[src/rtl/sprite_compositor_if.sv]
// Sprite memory bus: per-channel sprite ROM address/data plus the shared palette lookup.
//   rom_addr  NUM_SPR*ADDR_W  channel i at [ADDR_W*i +: ADDR_W], driven by the compositor
//   rom_q     NUM_SPR*IDX_W   channel i ROM data, valid ROM_LAT cycles after rom_addr
//   pal_idx   IDX_W           winning palette index (combinational)
//   pal_rgb   12              palette colour returned combinationally for pal_idx
interface sprite_compositor_if #(
   parameter int NUM_SPR = 4,
   parameter int ADDR_W  = 14,
   parameter int IDX_W   = 4
);
   logic [NUM_SPR*ADDR_W-1:0] rom_addr;
   logic [NUM_SPR*IDX_W-1:0]  rom_q;
   logic [IDX_W-1:0]          pal_idx;
   logic [11:0]               pal_rgb;

   modport master (output rom_addr, output pal_idx, input rom_q, input pal_rgb);
   modport slave  (input rom_addr, input pal_idx, output rom_q, output pal_rgb);
endinterface

[src/rtl/sprite_compositor.sv]
// Multi-sprite compositor for the VGA path. Composites NUM_SPR sprite channels over a
// background colour, resolves priority (channel 0 highest) and transparency, looks up a
// shared palette and registers 4:4:4 RGB with a fixed latency of ROM_LAT+1 cycles.
// Reports per-frame sprite collisions.
// Ports:
//   vga_clk, reset_n       pixel clock, synchronous active-low reset
//   frame_start            1-cycle pulse at start of vertical blank
//   DrawX, DrawY           current pixel coordinate
//   spr_x, spr_y           requested top-left per sprite, channel i at [10i +: 10]
//   spr_en, spr_flip       requested enable / horizontal mirror per sprite
//   bg_rgb                 background colour {r,g,b}
//   mem                    sprite ROM + palette bus (master side)
//   red, green, blue       registered pixel colour
//   coll_status            collision flags of the previous frame
module sprite_compositor #(
   parameter int NUM_SPR    = 4,
   parameter int SPR_W      = 100,
   parameter int SPR_H      = 80,
   parameter int ADDR_W     = 14,
   parameter int IDX_W      = 4,
   parameter int ROM_LAT    = 1,
   parameter int TRANSP_IDX = 0,
   parameter int NUM_FRAMES = 2,
   parameter int ANIM_DIV   = 8
) (
   input  logic                    vga_clk,
   input  logic                    reset_n,
   input  logic                    frame_start,
   input  logic [9:0]              DrawX,
   input  logic [9:0]              DrawY,
   input  logic [NUM_SPR*10-1:0]   spr_x,
   input  logic [NUM_SPR*10-1:0]   spr_y,
   input  logic [NUM_SPR-1:0]      spr_en,
   input  logic [NUM_SPR-1:0]      spr_flip,
   input  logic [11:0]             bg_rgb,
   sprite_compositor_if.master     mem,
   output logic [3:0]              red,
   output logic [3:0]              green,
   output logic [3:0]              blue,
   output logic [NUM_SPR-1:0]      coll_status
);

   localparam int FC_W = (ANIM_DIV > 1) ? $clog2(ANIM_DIV) : 1;
   localparam int AF_W = (NUM_FRAMES > 1) ? $clog2(NUM_FRAMES) : 1;

   // Active (shadow) sprite registers, loaded only on frame_start to avoid tearing
   logic [NUM_SPR*10-1:0] act_x, act_y;
   logic [NUM_SPR-1:0]    act_en, act_flip;

   logic [FC_W-1:0]   fc;
   logic [AF_W-1:0]   anim_frame;
   logic [ADDR_W-1:0] base;

   logic              hit_u  [NUM_SPR];
   logic [ADDR_W-1:0] addr_u [NUM_SPR];
   logic [NUM_SPR-1:0] hit_vec;

   logic [NUM_SPR-1:0] hit_pipe [ROM_LAT];
   logic [11:0]        bg_pipe  [ROM_LAT];
   logic [NUM_SPR-1:0] hit_d;
   logic [11:0]        bg_d;

   logic [NUM_SPR-1:0] opaque;
   logic               multi;
   logic               any_opaque;
   logic [IDX_W-1:0]   win_idx;
   logic [NUM_SPR-1:0] coll_acc;

   assign base = ADDR_W'(anim_frame) * ADDR_W'(SPR_W * SPR_H);

   // Stage 0: hit test and ROM address per channel. Bounds are compared in 11 bits so a
   // sprite near the right edge cannot wrap around to low DrawX values; sprites whose
   // origin is off-screen are never hit at all.
   for (genvar i = 0; i < NUM_SPR; i++) begin : g_ch
      logic [9:0]        x, y;
      logic [10:0]       xs, ys;
      logic              in_x, in_y;
      logic [ADDR_W-1:0] col, colm, row;

      assign x    = act_x[i*10 +: 10];
      assign y    = act_y[i*10 +: 10];
      assign xs   = {1'b0, x};
      assign ys   = {1'b0, y};
      assign in_x = (x < 10'd640) && ({1'b0, DrawX} >= xs) &&
                    ({1'b0, DrawX} <= xs + 11'(SPR_W - 1));
      assign in_y = (y < 10'd480) && ({1'b0, DrawY} >= ys) &&
                    ({1'b0, DrawY} <= ys + 11'(SPR_H - 1));
      assign hit_u[i] = act_en[i] && in_x && in_y;

      assign col  = ADDR_W'(DrawX) - ADDR_W'(x);
      assign colm = act_flip[i] ? (ADDR_W'(SPR_W - 1) - col) : col;
      assign row  = ADDR_W'(DrawY) - ADDR_W'(y);
      assign addr_u[i] = hit_u[i] ? (base + row * ADDR_W'(SPR_W) + colm) : '0;
   end

   always_comb begin
      hit_vec      = '0;
      mem.rom_addr = '0;
      for (int i = 0; i < NUM_SPR; i++) begin
         hit_vec[i] = hit_u[i];
         mem.rom_addr[i*ADDR_W +: ADDR_W] = addr_u[i];
      end
   end

   // Shadow registers and animation counter
   always_ff @(posedge vga_clk) begin
      if (!reset_n) begin
         act_x      <= '0;
         act_y      <= '0;
         act_en     <= '0;
         act_flip   <= '0;
         fc         <= '0;
         anim_frame <= '0;
      end else if (frame_start) begin
         act_x    <= spr_x;
         act_y    <= spr_y;
         act_en   <= spr_en;
         act_flip <= spr_flip;
         if (fc == FC_W'(ANIM_DIV - 1)) begin
            fc         <= '0;
            anim_frame <= (anim_frame == AF_W'(NUM_FRAMES - 1)) ? '0 : anim_frame + 1'b1;
         end else begin
            fc <= fc + 1'b1;
         end
      end
   end

   // Delay hit flags and background so they line up with rom_q
   always_ff @(posedge vga_clk) begin
      if (!reset_n) begin
         for (int k = 0; k < ROM_LAT; k++) begin
            hit_pipe[k] <= '0;
            bg_pipe[k]  <= '0;
         end
      end else begin
         hit_pipe[0] <= hit_vec;
         bg_pipe[0]  <= bg_rgb;
         for (int k = 1; k < ROM_LAT; k++) begin
            hit_pipe[k] <= hit_pipe[k-1];
            bg_pipe[k]  <= bg_pipe[k-1];
         end
      end
   end

   assign hit_d = hit_pipe[ROM_LAT-1];
   assign bg_d  = bg_pipe[ROM_LAT-1];

   // Resolve: scan from lowest priority upward so channel 0 overrides everything
   always_comb begin
      opaque  = '0;
      win_idx = IDX_W'(TRANSP_IDX);
      for (int i = NUM_SPR - 1; i >= 0; i--) begin
         opaque[i] = hit_d[i] && (mem.rom_q[i*IDX_W +: IDX_W] != IDX_W'(TRANSP_IDX));
         if (opaque[i])
            win_idx = mem.rom_q[i*IDX_W +: IDX_W];
      end
   end

   assign any_opaque  = |opaque;
   assign multi       = (opaque & (opaque - 1'b1)) != '0;
   assign mem.pal_idx = win_idx;

   always_ff @(posedge vga_clk) begin
      if (!reset_n) begin
         {red, green, blue} <= '0;
      end else begin
         {red, green, blue} <= any_opaque ? mem.pal_rgb : bg_d;
      end
   end

   // A collision in the frame_start cycle itself belongs to the new frame
   always_ff @(posedge vga_clk) begin
      if (!reset_n) begin
         coll_acc    <= '0;
         coll_status <= '0;
      end else if (frame_start) begin
         coll_status <= coll_acc;
         coll_acc    <= multi ? opaque : '0;
      end else if (multi) begin
         coll_acc <= coll_acc | opaque;
      end
   end

endmodule

[src/flat_wrapper.sv]
// flat-port wrapper written by rule: the top's interface ports become plain ports
module sprite_compositor_flat 
#(
   parameter int NUM_SPR    = 4,
   parameter int SPR_W      = 100,
   parameter int SPR_H      = 80,
   parameter int ADDR_W     = 14,
   parameter int IDX_W      = 4,
   parameter int ROM_LAT    = 1,
   parameter int TRANSP_IDX = 0,
   parameter int NUM_FRAMES = 2,
   parameter int ANIM_DIV   = 8
)
  (vga_clk, reset_n, frame_start, DrawX, DrawY, spr_x, spr_y, spr_en, spr_flip, bg_rgb, red, green, blue, coll_status, mem_rom_addr, mem_pal_idx, mem_rom_q, mem_pal_rgb);
  sprite_compositor_if #(.NUM_SPR(NUM_SPR), .ADDR_W(ADDR_W), .IDX_W(IDX_W)) mem_i ();
  input  logic vga_clk;
  input  logic reset_n;
  input  logic frame_start;
  input  logic [9:0] DrawX;
  input  logic [9:0] DrawY;
  input  logic [NUM_SPR*10-1:0] spr_x;
  input  logic [NUM_SPR*10-1:0] spr_y;
  input  logic [NUM_SPR-1:0] spr_en;
  input  logic [NUM_SPR-1:0] spr_flip;
  input  logic [11:0] bg_rgb;
  output logic [3:0] red;
  output logic [3:0] green;
  output logic [3:0] blue;
  output logic [NUM_SPR-1:0] coll_status;
  output wire logic [$bits(mem_i.rom_addr)-1:0] mem_rom_addr;
  output wire logic [$bits(mem_i.pal_idx)-1:0] mem_pal_idx;
  input wire logic [$bits(mem_i.rom_q)-1:0] mem_rom_q;
  input wire logic [$bits(mem_i.pal_rgb)-1:0] mem_pal_rgb;
  assign mem_rom_addr = mem_i.rom_addr;
  assign mem_pal_idx = mem_i.pal_idx;
  assign mem_i.rom_q = mem_rom_q;
  assign mem_i.pal_rgb = mem_pal_rgb;
  sprite_compositor #(.NUM_SPR(NUM_SPR), .SPR_W(SPR_W), .SPR_H(SPR_H), .ADDR_W(ADDR_W), .IDX_W(IDX_W), .ROM_LAT(ROM_LAT), .TRANSP_IDX(TRANSP_IDX), .NUM_FRAMES(NUM_FRAMES), .ANIM_DIV(ANIM_DIV)) u_core (.vga_clk(vga_clk), .reset_n(reset_n), .frame_start(frame_start), .DrawX(DrawX), .DrawY(DrawY), .spr_x(spr_x), .spr_y(spr_y), .spr_en(spr_en), .spr_flip(spr_flip), .bg_rgb(bg_rgb), .mem(mem_i), .red(red), .green(green), .blue(blue), .coll_status(coll_status));
endmodule
[config.mk]
export PLATFORM = sky130hd
export DESIGN_NAME = sprite_compositor_flat
export DESIGN_NICKNAME = d
export VERILOG_FILES = /design/src/rtl/sprite_compositor_if.sv /design/src/rtl/sprite_compositor.sv /design/src/flat_wrapper.sv
export SDC_FILE = /design/constraint.sdc
export NUM_CORES = 1
export LEC_CHECK = 0
export CAP_MARGIN = 40
export CORE_UTILIZATION = 60
export DETAILED_ROUTE_END_ITERATION = 10
export GPL_ROUTABILITY_DRIVEN = 0
export GPL_TIMING_DRIVEN = 0
export PLACE_DENSITY_LB_ADDON = 0.05
export SLEW_MARGIN = 20
export SYNTH_ARGS = -nofsm -noshare
export SYNTH_HDL_FRONTEND = slang
export SYNTH_SLANG_ARGS = --single-unit
[constraint.sdc]
create_clock -name vga_clk -period 15.5 [get_ports vga_clk]
set_input_delay 3.1 -clock vga_clk [delete_from_list [all_inputs] [get_ports vga_clk]]
set_output_delay 3.1 -clock vga_clk [all_outputs]
set_load 0.02 [all_outputs]
==> flow_summary.ini <==
[hold_path]
hold_start = u_core.bg_pipe[0][5]$_SDFF_PN0_
hold_path_class = register to register
hold_depth = 2
min_to = u_core.green[1]$_SDFF_PN0_

[worst_setup_path]
path_delay_family = adder cells
critPathArrivalTime_ps = 10270
worst_path_most_repeated_cell = ha_1
critPathMaxStageDelay_ps = 590
cpMaxStageDelayCell = clkdlybuf4s50_1
r2r-end = u_core.hit_pipe[0][3]$_SDFF_PN0_
cp_max_fo = 8
crit_required_ps = 12400
rr_worst_depth = 15
endpoint_kind = output pin
critical_path_class = input port to output pin
timing.rr.start = u_core.act_x[30]$_SDFFE_PN0P_
cp_num_buf_inv = 5
reg2reg_setup_slack_ps = 11650
worstSetupStartpointType = input port

[synthesis]
synthMuxAreaShare_pct = 6.28
synth_enable_flop_cells = 0
syn_nets = 2673
synth_top_family_by_area = adder cells
yosysUniqueCellTypes = 80
ys_ff_latch = 128
syn_inst = 2136
yosys.area_share.simple_pct = 15.4
syn_area_per_cell_um2 = 8.24
synth_compound_area_share_pct = 14.7
ys_warn_count = 0
synth_xor_xnor_area_share_pct = 12.3
ys.flop_type = dfxtp_1
synthArstFlopShare_pct = 0
seq_area_frac_synth_pct = 14.6
synthAdderAreaFrac_pct = 30.0
netlist_area_um2 = 17600

[grt]
gr-total-overflow = 0
grt_pass1_vias = 15900
antenna_found_initial = 5
grt_max_degree = 17
track_usage_pct = 32.5
grt_pass1_wl_um = 78400

[sta]
max_freq_ghz = 0.0748
grt_setup_unrepaired = no
slew_headroom_pct = 42.6
finalCritPeriodShare_pct = 86.2
worst-slew-pin-transition_ps = 854
period_minus_slack_ps = 13370
setup_tns_ps = 0
hold_viol = 0
slew_viol_final = 0
final-setup-viol-count = 0
fin_skew_ps = 10.3

[clock_network]
cts_buffer_depth = 2
path_clk_slew_ps = 70
clock_sinks = 128
numCtsBuffers = 17
postCtsSetupRepairBufs = 0
htree_levels = 4
clk-insertion-delay-late_ps = 430
cts_tree = yes
cts_root_buf = clkbuf_16
ctsHoldBuffers = 0
cts_resized = 0

[detailed_routing]
post-route-drc-count = 0
initialDrtViolationCount = 1049
via_count = 16000
first_pass_iters = 6
final_antenna_net_count = 0
vias_per_cell = 5.75
wl_um = 48200
wire_per_inst_um = 17.3

[power]
power_density_nw_per_um2 = 178
p_total_uw = 3750
leakage_uw = 0.00950
vdd_drop_max_mv = 0.207

[floorplanning]
initial_utilization_pct = 61.2
core_um2 = 28800
die_w_um = 173
fp.dieH_um = 173
num_rows = 62
die_area_um2 = 30000
pin_count = 227

[final_layout]
regArea_um2 = 2560
drive_gt1_share_pct = 3.04
final_util_pct = 73.2
multi_input_area_um2 = 13900
nFillCells = 2241
syn2layout_area_growth_pct = 19.6
final_nets = 2924

[flow_run]
maxCapViolations = 0

[status]
status = finished clean

[place]
dp_hpwl_um = 39700
io_buffers = 225
-- sequential cells by signal (all words and copies together) (netlist names) --
register,count
u_core.blue,4
u_core.coll_status,4
u_core.act_x,40
u_core.green,4
u_core.red,4
u_core.act_flip,4
u_core.bg_pipe,12
u_core.fc,3
u_core.hit_pipe,4
u_core.act_en,4
u_core.act_y,40
u_core.anim_frame,1
u_core.coll_acc,4
-- worst max path at each step --
stage / from / end / slack (ps) / cells after the start
2_1_floorplan: DrawY[0] / mem_rom_addr[13] / 3860 / 26
3_3_place_gp: DrawY[1] / mem_rom_addr[13] / 2110 / 25
3_5_place_dp: DrawY[0] / mem_rom_addr[13] / 2170 / 25
4_1_cts: DrawY[0] / mem_rom_addr[13] / 2130 / 25
5_1_grt: DrawY[0] / mem_rom_addr[13] / 1690 / 25
6_report: DrawY[0] / mem_rom_addr[13] / 2130 / 25
-- per-stage QoR --
stage	setup WS (ps)	std cells	hold slack [ps]	instance area, um2
floorplan	3860	2136	437	17600
global placement	2110	2745	441	20300
detailed placement	2170	2751	451	20400
CTS	2130	2783	466	21000
global route	1690	2784	489	21100
finish	2130	2786	464	21100
-- worst register-to-register path: cells and delay by family, from the launching register on --
family                     cells  cell delay (ps)
adders and majority gates      2              500
AOI/OAI and AO/OA              4              620
and+or+nand+nor                6             1540
DFF                            1              420
buffers and inverters          2              460
xor gates and xnor gates       1              170
-- layout by cell type, fill, tap and decap left out, drive strengths merged, types with 5 or more instances in the layout --
master / instances
a31o: 5
nor2: 241
dfxtp: 128
nor3: 55
or3: 7
nand2: 84
nor2b: 44
clkinv: 5
nand4: 27
a211oi: 15
nor4: 5
xor2: 62
o2111ai: 6
o21bai: 12
o22ai: 5
nand2b: 19
xnor2: 167
and3: 8
a21oi: 100
clkbuf: 48
a21o: 39
a21boi: 7
clkdlybuf4s50: 225
a31oi: 9
o211ai: 9
o21ai: 94
and2: 28
o31ai: 6
buf: 22
ha: 326
o41ai: 5
nand3: 34
inv: 276
a211o: 15
o41a: 5
fa: 60
mux2i: 106
o21a: 28
-- final cells by class --
class                   instances  share of cell area (%)
inverters                     267                    4.76
clock inverters                15                   0.903
multi-input cells            1695                    65.8
flip-flops and latches        128                    12.2
repair buffers                232                    11.2
diodes                          2                  0.0238
clock buffers                  17                    2.02
well taps                     384                    2.28
plain buffers                  46                   0.897
-- cell usage after synthesis (26+ instances only) --
cell      number  area, um2
ha_1         326       4080
inv_1        265        995
nor2_1       241        905
xnor2_1      167       1460
dfxtp_1      128       2560
mux2i_1      106       1060
a21oi_1       96        480
nand2_1       84        315
o21ai_0       72        360
xor2_1        62        543
fa_1          60       1200
nor3_1        55        275
nor2b_1       44        275
a21o_1        39        293
nand3_1       34        170
clkbuf_1      31        116
and2_1        28        175
nand4_1       27        169
o21a_1        26        195
-- power by group --
part	switching, uW	total [uW]	internal (uW)
sequential	18.1	364	346
combinational	1540	2970	1430
clock	189	422	234
-- routing by layer --
| metal | GRT usage, % | wire [um] | up-vias |
|---|---|---|---|
| met5 | 0 | 26 | - |
| li1 | - | - | 7865 |
| met3 | 5.88 | 3580 | 90 |
| met2 | 54.1 | 21800 | 524 |
| met4 | 10.8 | 1350 | 4 |
| met1 | 42.2 | 21500 | 7549 |
-- logic make-up (layout without fill, tap and decap cells) --
logic type | after synthesis | after routing
XOR/XNOR | 236 | 236
adder cells (fa/ha/maj) | 386 | 386
AND/OR/NAND/NOR | 573 | 573
buffers and inverters | 313 | 577
multiplexers | 110 | 110
other | 0 | 2
flip-flops | 128 | 128
AO/OA/AOI/OAI | 390 | 390
Note: power is estimated with default switching activity, not from simulation.
